File: config.mk
export PLATFORM = sky130hd
export DESIGN_NAME = buf_delay_meter
export DESIGN_NICKNAME = d
export VERILOG_FILES = /design/src/rtl/buf_meter_pkg.sv /design/src/rtl/bit_sync.sv /design/src/rtl/buf_delay_meter.sv
export SDC_FILE = /design/constraint.sdc
export NUM_CORES = 1
export LEC_CHECK = 0
export BUFFER_PORTS_ARGS = -buffer_cell sky130_fd_sc_hd__buf_2
export CORE_MARGIN = 8
export CORE_UTILIZATION = 40
export DETAILED_ROUTE_END_ITERATION = 16
export GPL_ROUTABILITY_DRIVEN = 0
export GPL_TIMING_DRIVEN = 0
export SYNTH_ARGS = -nofsm -noshare
export SYNTH_HDL_FRONTEND = slang
export SYNTH_HIERARCHICAL = 1
export SYNTH_SLANG_ARGS = --single-unit
File: constraint.sdc
create_clock -name clk -period 3.2 [get_ports clk]
set_input_delay 0.64 -clock clk [delete_from_list [all_inputs] [get_ports clk]]
set_output_delay 0.64 -clock clk [all_outputs]
set_load 0.01 [all_outputs]
File: src/rtl/buf_meter_pkg.sv
// Shared constants and helpers for the buffer delay meter.
// Holds FSM state codes, default timing values and the trial-count decode.
package buf_meter_pkg;

  localparam logic [2:0] ST_IDLE   = 3'd0;
  localparam logic [2:0] ST_PRE    = 3'd1;
  localparam logic [2:0] ST_RISE   = 3'd2;
  localparam logic [2:0] ST_SET_HI = 3'd3;
  localparam logic [2:0] ST_FALL   = 3'd4;
  localparam logic [2:0] ST_SET_LO = 3'd5;
  localparam logic [2:0] ST_FINISH = 3'd6;

  localparam int SETTLE_DEF  = 16;
  localparam int TIMEOUT_DEF = 255;

  // A trial field of zero encodes the full count of 16.
  function automatic logic [4:0] eff_trials(input logic [3:0] t);
    return (t == 4'd0) ? 5'd16 : {1'b0, t};
  endfunction

endpackage

File: src/rtl/bit_sync.sv
// Multi-flop synchronizer for one asynchronous bit.
// Ports: clk, rst (sync, active-high), d_i async input, q_o synchronized output.
module bit_sync #(
  parameter int STAGES = 2
) (
  input  logic clk,
  input  logic rst,
  input  logic d_i,
  output logic q_o
);

  logic [STAGES-1:0] sync_q;

  always_ff @(posedge clk) begin
    if (rst) sync_q <= '0;
    else     sync_q <= {sync_q[STAGES-2:0], d_i};
  end

  assign q_o = sync_q[STAGES-1];

endmodule

File: src/rtl/buf_delay_meter.sv
// Drives square-wave edges into the analog buffer and measures loop delay.
// Ports: clk/rst, start/trials request, stim_out drive, resp_in return,
// busy/done/timeout status, delay_last/min/max/sum and trial_cnt results.
module buf_delay_meter
  import buf_meter_pkg::*;
#(
  parameter int SYNC_STAGES = 2,
  parameter int CNT_W       = 8,
  parameter int TIMEOUT_CYC = TIMEOUT_DEF,
  parameter int SETTLE_CYC  = SETTLE_DEF
) (
  input  logic             clk,
  input  logic             rst,
  input  logic             start,
  input  logic [3:0]       trials,
  output logic             stim_out,
  input  logic             resp_in,
  output logic             busy,
  output logic             done,
  output logic             timeout,
  output logic [CNT_W-1:0] delay_last,
  output logic [CNT_W-1:0] delay_min,
  output logic [CNT_W-1:0] delay_max,
  output logic [CNT_W+4:0] delay_sum,
  output logic [3:0]       trial_cnt
);

  localparam logic [CNT_W-1:0] TMO = CNT_W'(TIMEOUT_CYC);
  localparam logic [CNT_W-1:0] SET_LAST = CNT_W'(SETTLE_CYC - 1);
  localparam logic [CNT_W-1:0] ONE = CNT_W'(1);

  logic resp_s;

  bit_sync #(.STAGES(SYNC_STAGES)) u_sync (
    .clk (clk),
    .rst (rst),
    .d_i (resp_in),
    .q_o (resp_s)
  );

  logic [2:0]       st_q, st_d;
  logic             stim_q, stim_d;
  logic             busy_q, busy_d;
  logic             done_q, done_d;
  logic             tmo_q, tmo_d;
  logic [CNT_W-1:0] last_q, last_d;
  logic [CNT_W-1:0] min_q, min_d;
  logic [CNT_W-1:0] max_q, max_d;
  logic [CNT_W+4:0] sum_q, sum_d;
  logic [3:0]       tcnt_q, tcnt_d;
  logic [4:0]       ntr_q, ntr_d;
  logic [CNT_W-1:0] cnt_q, cnt_d;
  logic [CNT_W-1:0] scnt_q, scnt_d;
  logic             abort;

  always_comb begin
    st_d   = st_q;
    stim_d = stim_q;
    busy_d = busy_q;
    done_d = 1'b0;
    tmo_d  = tmo_q;
    last_d = last_q;
    min_d  = min_q;
    max_d  = max_q;
    sum_d  = sum_q;
    tcnt_d = tcnt_q;
    ntr_d  = ntr_q;
    cnt_d  = cnt_q;
    scnt_d = scnt_q;
    abort  = 1'b0;
    unique case (st_q)
      ST_IDLE: begin
        if (start) begin
          ntr_d  = eff_trials(trials);
          last_d = '0;
          min_d  = '1;
          max_d  = '0;
          sum_d  = '0;
          tcnt_d = '0;
          cnt_d  = '0;
          scnt_d = '0;
          tmo_d  = 1'b0;
          busy_d = 1'b1;
          stim_d = 1'b0;
          st_d   = ST_PRE;
        end
      end
      ST_PRE: begin
        // Require a clean low window on the return before the first edge.
        if (!resp_s && scnt_q == SET_LAST) begin
          st_d   = ST_RISE;
          stim_d = 1'b1;
          cnt_d  = '0;
          scnt_d = '0;
        end else if (cnt_q == TMO) begin
          abort = 1'b1;
        end else begin
          cnt_d  = cnt_q + ONE;
          scnt_d = resp_s ? '0 : scnt_q + ONE;
        end
      end
      ST_RISE, ST_FALL: begin
        if (resp_s == stim_q) begin
          last_d = cnt_q;
          if (cnt_q < min_q) min_d = cnt_q;
          if (cnt_q > max_q) max_d = cnt_q;
          sum_d  = sum_q + {5'd0, cnt_q};
          scnt_d = '0;
          st_d   = (st_q == ST_RISE) ? ST_SET_HI : ST_SET_LO;
        end else if (cnt_q == TMO) begin
          abort = 1'b1;
        end else begin
          cnt_d = cnt_q + ONE;
        end
      end
      ST_SET_HI: begin
        if (scnt_q == SET_LAST) begin
          st_d   = ST_FALL;
          stim_d = 1'b0;
          cnt_d  = '0;
        end else begin
          scnt_d = scnt_q + ONE;
        end
      end
      ST_SET_LO: begin
        if (scnt_q == SET_LAST) begin
          tcnt_d = tcnt_q + 4'd1;
          if ({1'b0, tcnt_q} + 5'd1 == ntr_q) begin
            st_d = ST_FINISH;
          end else begin
            st_d   = ST_RISE;
            stim_d = 1'b1;
            cnt_d  = '0;
          end
        end else begin
          scnt_d = scnt_q + ONE;
        end
      end
      ST_FINISH: begin
        done_d = 1'b1;
        busy_d = 1'b0;
        st_d   = ST_IDLE;
      end
      default: st_d = ST_IDLE;
    endcase
    if (abort) begin
      stim_d = 1'b0;
      tmo_d  = 1'b1;
      done_d = 1'b1;
      busy_d = 1'b0;
      st_d   = ST_IDLE;
    end
  end

  always_ff @(posedge clk) begin
    if (rst) begin
      st_q   <= ST_IDLE;
      stim_q <= 1'b0;
      busy_q <= 1'b0;
      done_q <= 1'b0;
      tmo_q  <= 1'b0;
      last_q <= '0;
      min_q  <= '1;
      max_q  <= '0;
      sum_q  <= '0;
      tcnt_q <= '0;
      ntr_q  <= '0;
      cnt_q  <= '0;
      scnt_q <= '0;
    end else begin
      st_q   <= st_d;
      stim_q <= stim_d;
      busy_q <= busy_d;
      done_q <= done_d;
      tmo_q  <= tmo_d;
      last_q <= last_d;
      min_q  <= min_d;
      max_q  <= max_d;
      sum_q  <= sum_d;
      tcnt_q <= tcnt_d;
      ntr_q  <= ntr_d;
      cnt_q  <= cnt_d;
      scnt_q <= scnt_d;
    end
  end

  assign stim_out   = stim_q;
  assign busy       = busy_q;
  assign done       = done_q;
  assign timeout    = tmo_q;
  assign delay_last = last_q;
  assign delay_min  = min_q;
  assign delay_max  = max_q;
  assign delay_sum  = sum_q;
  assign trial_cnt  = tcnt_q;

endmodule

==> results.yml <==
run_status:
  status: "finished clean"
timing:
  fin_hold_ws_ps: 463
  slew_viol_final: 0
  hold_viol: 0
  clock_skew_ps: 7.84
  rsz0062_at_grt: "no"
  finalCritPeriodShare: 0.826
  setup_viol: 0
  worstMarginPinSlew_ps: 1080
  slew_headroom: 0.276
  tns_ps: 0
  finalWorstPathRequiredPeriod_ps: 2640
  clock.fmax_ghz: 0.379
routing:
  drt_pre_antenna_iters: 4
  drtAntennaViolNets: 0
  drt-initial-drc-count: 212
  viasPerCell: 5.46
  drc: 0
  drt-wirelength-per-cell_um: 15.7
  wirelength_um: 10200
  via_count: 3541
power_and_ir_drop:
  p_sw_frac: 0.257
  p_switching_mw: 0.449
  p_clk_frac: 0.401
  p_seq_frac: 0.520
  power_density_nw_per_um2: 393
  peakVddDrop_uv: 159
  internal-power_mw: 1.29
  totalPowerFinal_mw: 1.74
  cellLeakagePower_nw: 1.92
  comb_power_share: 0.079
cells_and_area:
  drive_above_1_share: 0.156
  diodes: 0
  final_cells: 649
  syn_to_final_growth_pct: 15.9
  nFillCells: 950
  multiInputGateArea_um2: 2230
  final-seq-area_um2: 1420
  final_nets: 550
clock_network:
  cts_sinks: 71
  cts_resized: 0
  clk_pin_slew_ps: 80
  cts_tree: "yes"
  root_buffer: "clkbuf_8"
  htree_levels: 3
  clk_path_buf_depth: 2
  clk_latency_ps: 350
  cts_hold_buffers: 0
  cts_buffers: 9
  postCtsSetupRepairBufs: 0
yosys:
  async_flop_share: 0
  synth_area_um2: 3830
  yosysUniqueCellTypes: 58
  ys.flop_type: "dfxtp_1"
  synth-seq-cells: 71
  synth_cells: 452
  synth_common_cells: "71 x dfxtp_1, 47 x nor2_1, 37 x nand2_1, 36 x a21oi_1, 28 x inv_1"
  ys_seq_area_frac: 0.371
  synth_nets: 487
  yosys-top-cells-area: "dfxtp_1 37%, ha_1 8.5%, a21oi_1 4.7%"
  ys_warn_count: 6
  yosys.area.top_type: "dfxtp_1"
  synth.most_common_cell: "dfxtp_1"
  synth_top_area_share: 0.371
  synth_edf_count: 0
  syn_avg_cell_area_um2: 8.47
critical_path:
  cpLargestDelayFamily: "compound AO/OA/AOI/OAI gates"
  cp.required_ps: 3480
  crit_buf_inv: 1
  worstSetupEndpointType: "flip-flop"
  critPathSlowestCell: "dfxtp_1"
  arrival_ps: 2920
  cp-start-kind: "flip-flop"
  path_cells: "ha_1 > inv_1 > fa_1 > nor2b_1 > o21ai_0 > a21oi_1 > o21ai_0 > or4_1 > a21oi_1"
  cp_max_fo: 8
  path_class: "flip-flop to flip-flop"
  cp_slowest_stage_delay_ps: 520
floorplanning:
  die-width_um: 114
  io_pins: 53
  core-area_um2: 9280
  fp.dieArea_um2: 13000
  start_util: 0.412
  die_h_um: 114
  num_rows: 35
placed_design:
  io_buffers: 52
  dp_hpwl_um: 7580
  dp.cells: 633
grt:
  grt_pass1_wl_um: 17000
  grt_pass1_vias: 3431
  grt_overflow: 0
  antenna_found_initial: 0
  grt_max_degree: 13
  grt_use_total: 0.163
min_path:
  hp-class: "flip-flop to flip-flop"
job:
  cap_violations: 0
[registers in the layout, summed over array words and instances (netlist names)]
register and cells:
busy 1, cnt_q 8, delay_last 8, delay_max 8, delay_min 8, delay_sum 13
done 1, ntr_q 5, scnt_q 8, st_q 3, stim_out 1, timeout 1
trial_cnt 4, u_sync/sync_q 2
[placed cells by master, fill, tap and decap left out, types with 6 or more instances in the layout]
cell type / count
inv_1: 28
o21ai_0: 18
ha_1: 26
a22oi_1: 11
nor2_1: 47
nand3_1: 15
buf_2: 56
xor2_1: 7
xnor2_1: 12
nand2_1: 37
nor2b_1: 8
and3_1: 6
nand4_1: 10
a22o_1: 7
dfxtp_1: 71
clkbuf_8: 9
a21o_1: 7
a32oi_1: 8
clkbuf_1: 8
nor3_1: 13
a21oi_1: 36
[kinds of logic after synthesis]
| logic type | count (synthesis) | synth area share |
|---|---|---|
| AND/OR/NAND/NOR | 164 | 0.212 |
| AO/OA/AOI/OAI | 121 | 0.217 |
| flip-flops | 71 | 0.371 |
| buffers and inverters | 43 | 0.0464 |
| adder cells (fa/ha/maj) | 28 | 0.0928 |
| XOR/XNOR | 20 | 0.0477 |
| multiplexers | 5 | 0.0131 |
[worst min-delay path, stage by stage, from the launching register on]
cell and delay, ps:
dfxtp_1 310, nand2_1 50, a21oi_1 50
[per-stage QoR]
stage / area, µm² / worst slack, ps / util
floorplan: 3830 / 953 / -
global placement: 4250 / 604 / 0.458
detailed placement: 4250 / 592 / 0.458
CTS: 4440 / 572 / 0.478
global route: 4440 / 337 / 0.478
finish: 4440 / 558 / 0.478
[path summary, 6_finish.rpt]
check                             start                          to  slack (ps)  depth (start not counted)
setup / recovery  cnt_q[0]$_SDFFE_PP0P_  delay_sum[10]$_SDFFE_PP0P_         560                          9
hold / removal     timeout$_SDFFE_PP0P_        timeout$_SDFFE_PP0P_         460                          2
setup reg to reg  cnt_q[0]$_SDFFE_PP0P_  delay_sum[10]$_SDFFE_PP0P_         560                          9
hold reg to reg    timeout$_SDFFE_PP0P_        timeout$_SDFFE_PP0P_         460                          2
[power groups by stage]
stage                     sequential (mW)  combinational [mW]  clock [mW]
after global placement              0.927               0.134           0
after detailed placement            0.928               0.136           0
final                               0.907               0.138       0.699
after floorplan                     0.924              0.0940           0
after CTS                           0.907               0.137       0.727
after global routing                0.908               0.154       0.766
[metal layers]
metal  global-route usage  share of wire
met5                    0              0
met4               0.0488         0.0098
met3               0.0438          0.064
met2                0.265           0.47
met1                0.204           0.46
[layout make-up]
| cell class | count | share of cell area |
|---|---|---|
| repair buffers | 52 | 0.0586 |
| well taps | 129 | 0.0364 |
| clock inverters | 6 | 0.0138 |
| clock buffers | 10 | 0.0287 |
| multi-input cells | 338 | 0.502 |
| flip-flops and latches | 71 | 0.320 |
| inverters | 30 | 0.0254 |
| plain buffers | 13 | 0.0147 |
(Power assumes the default switching activity.)
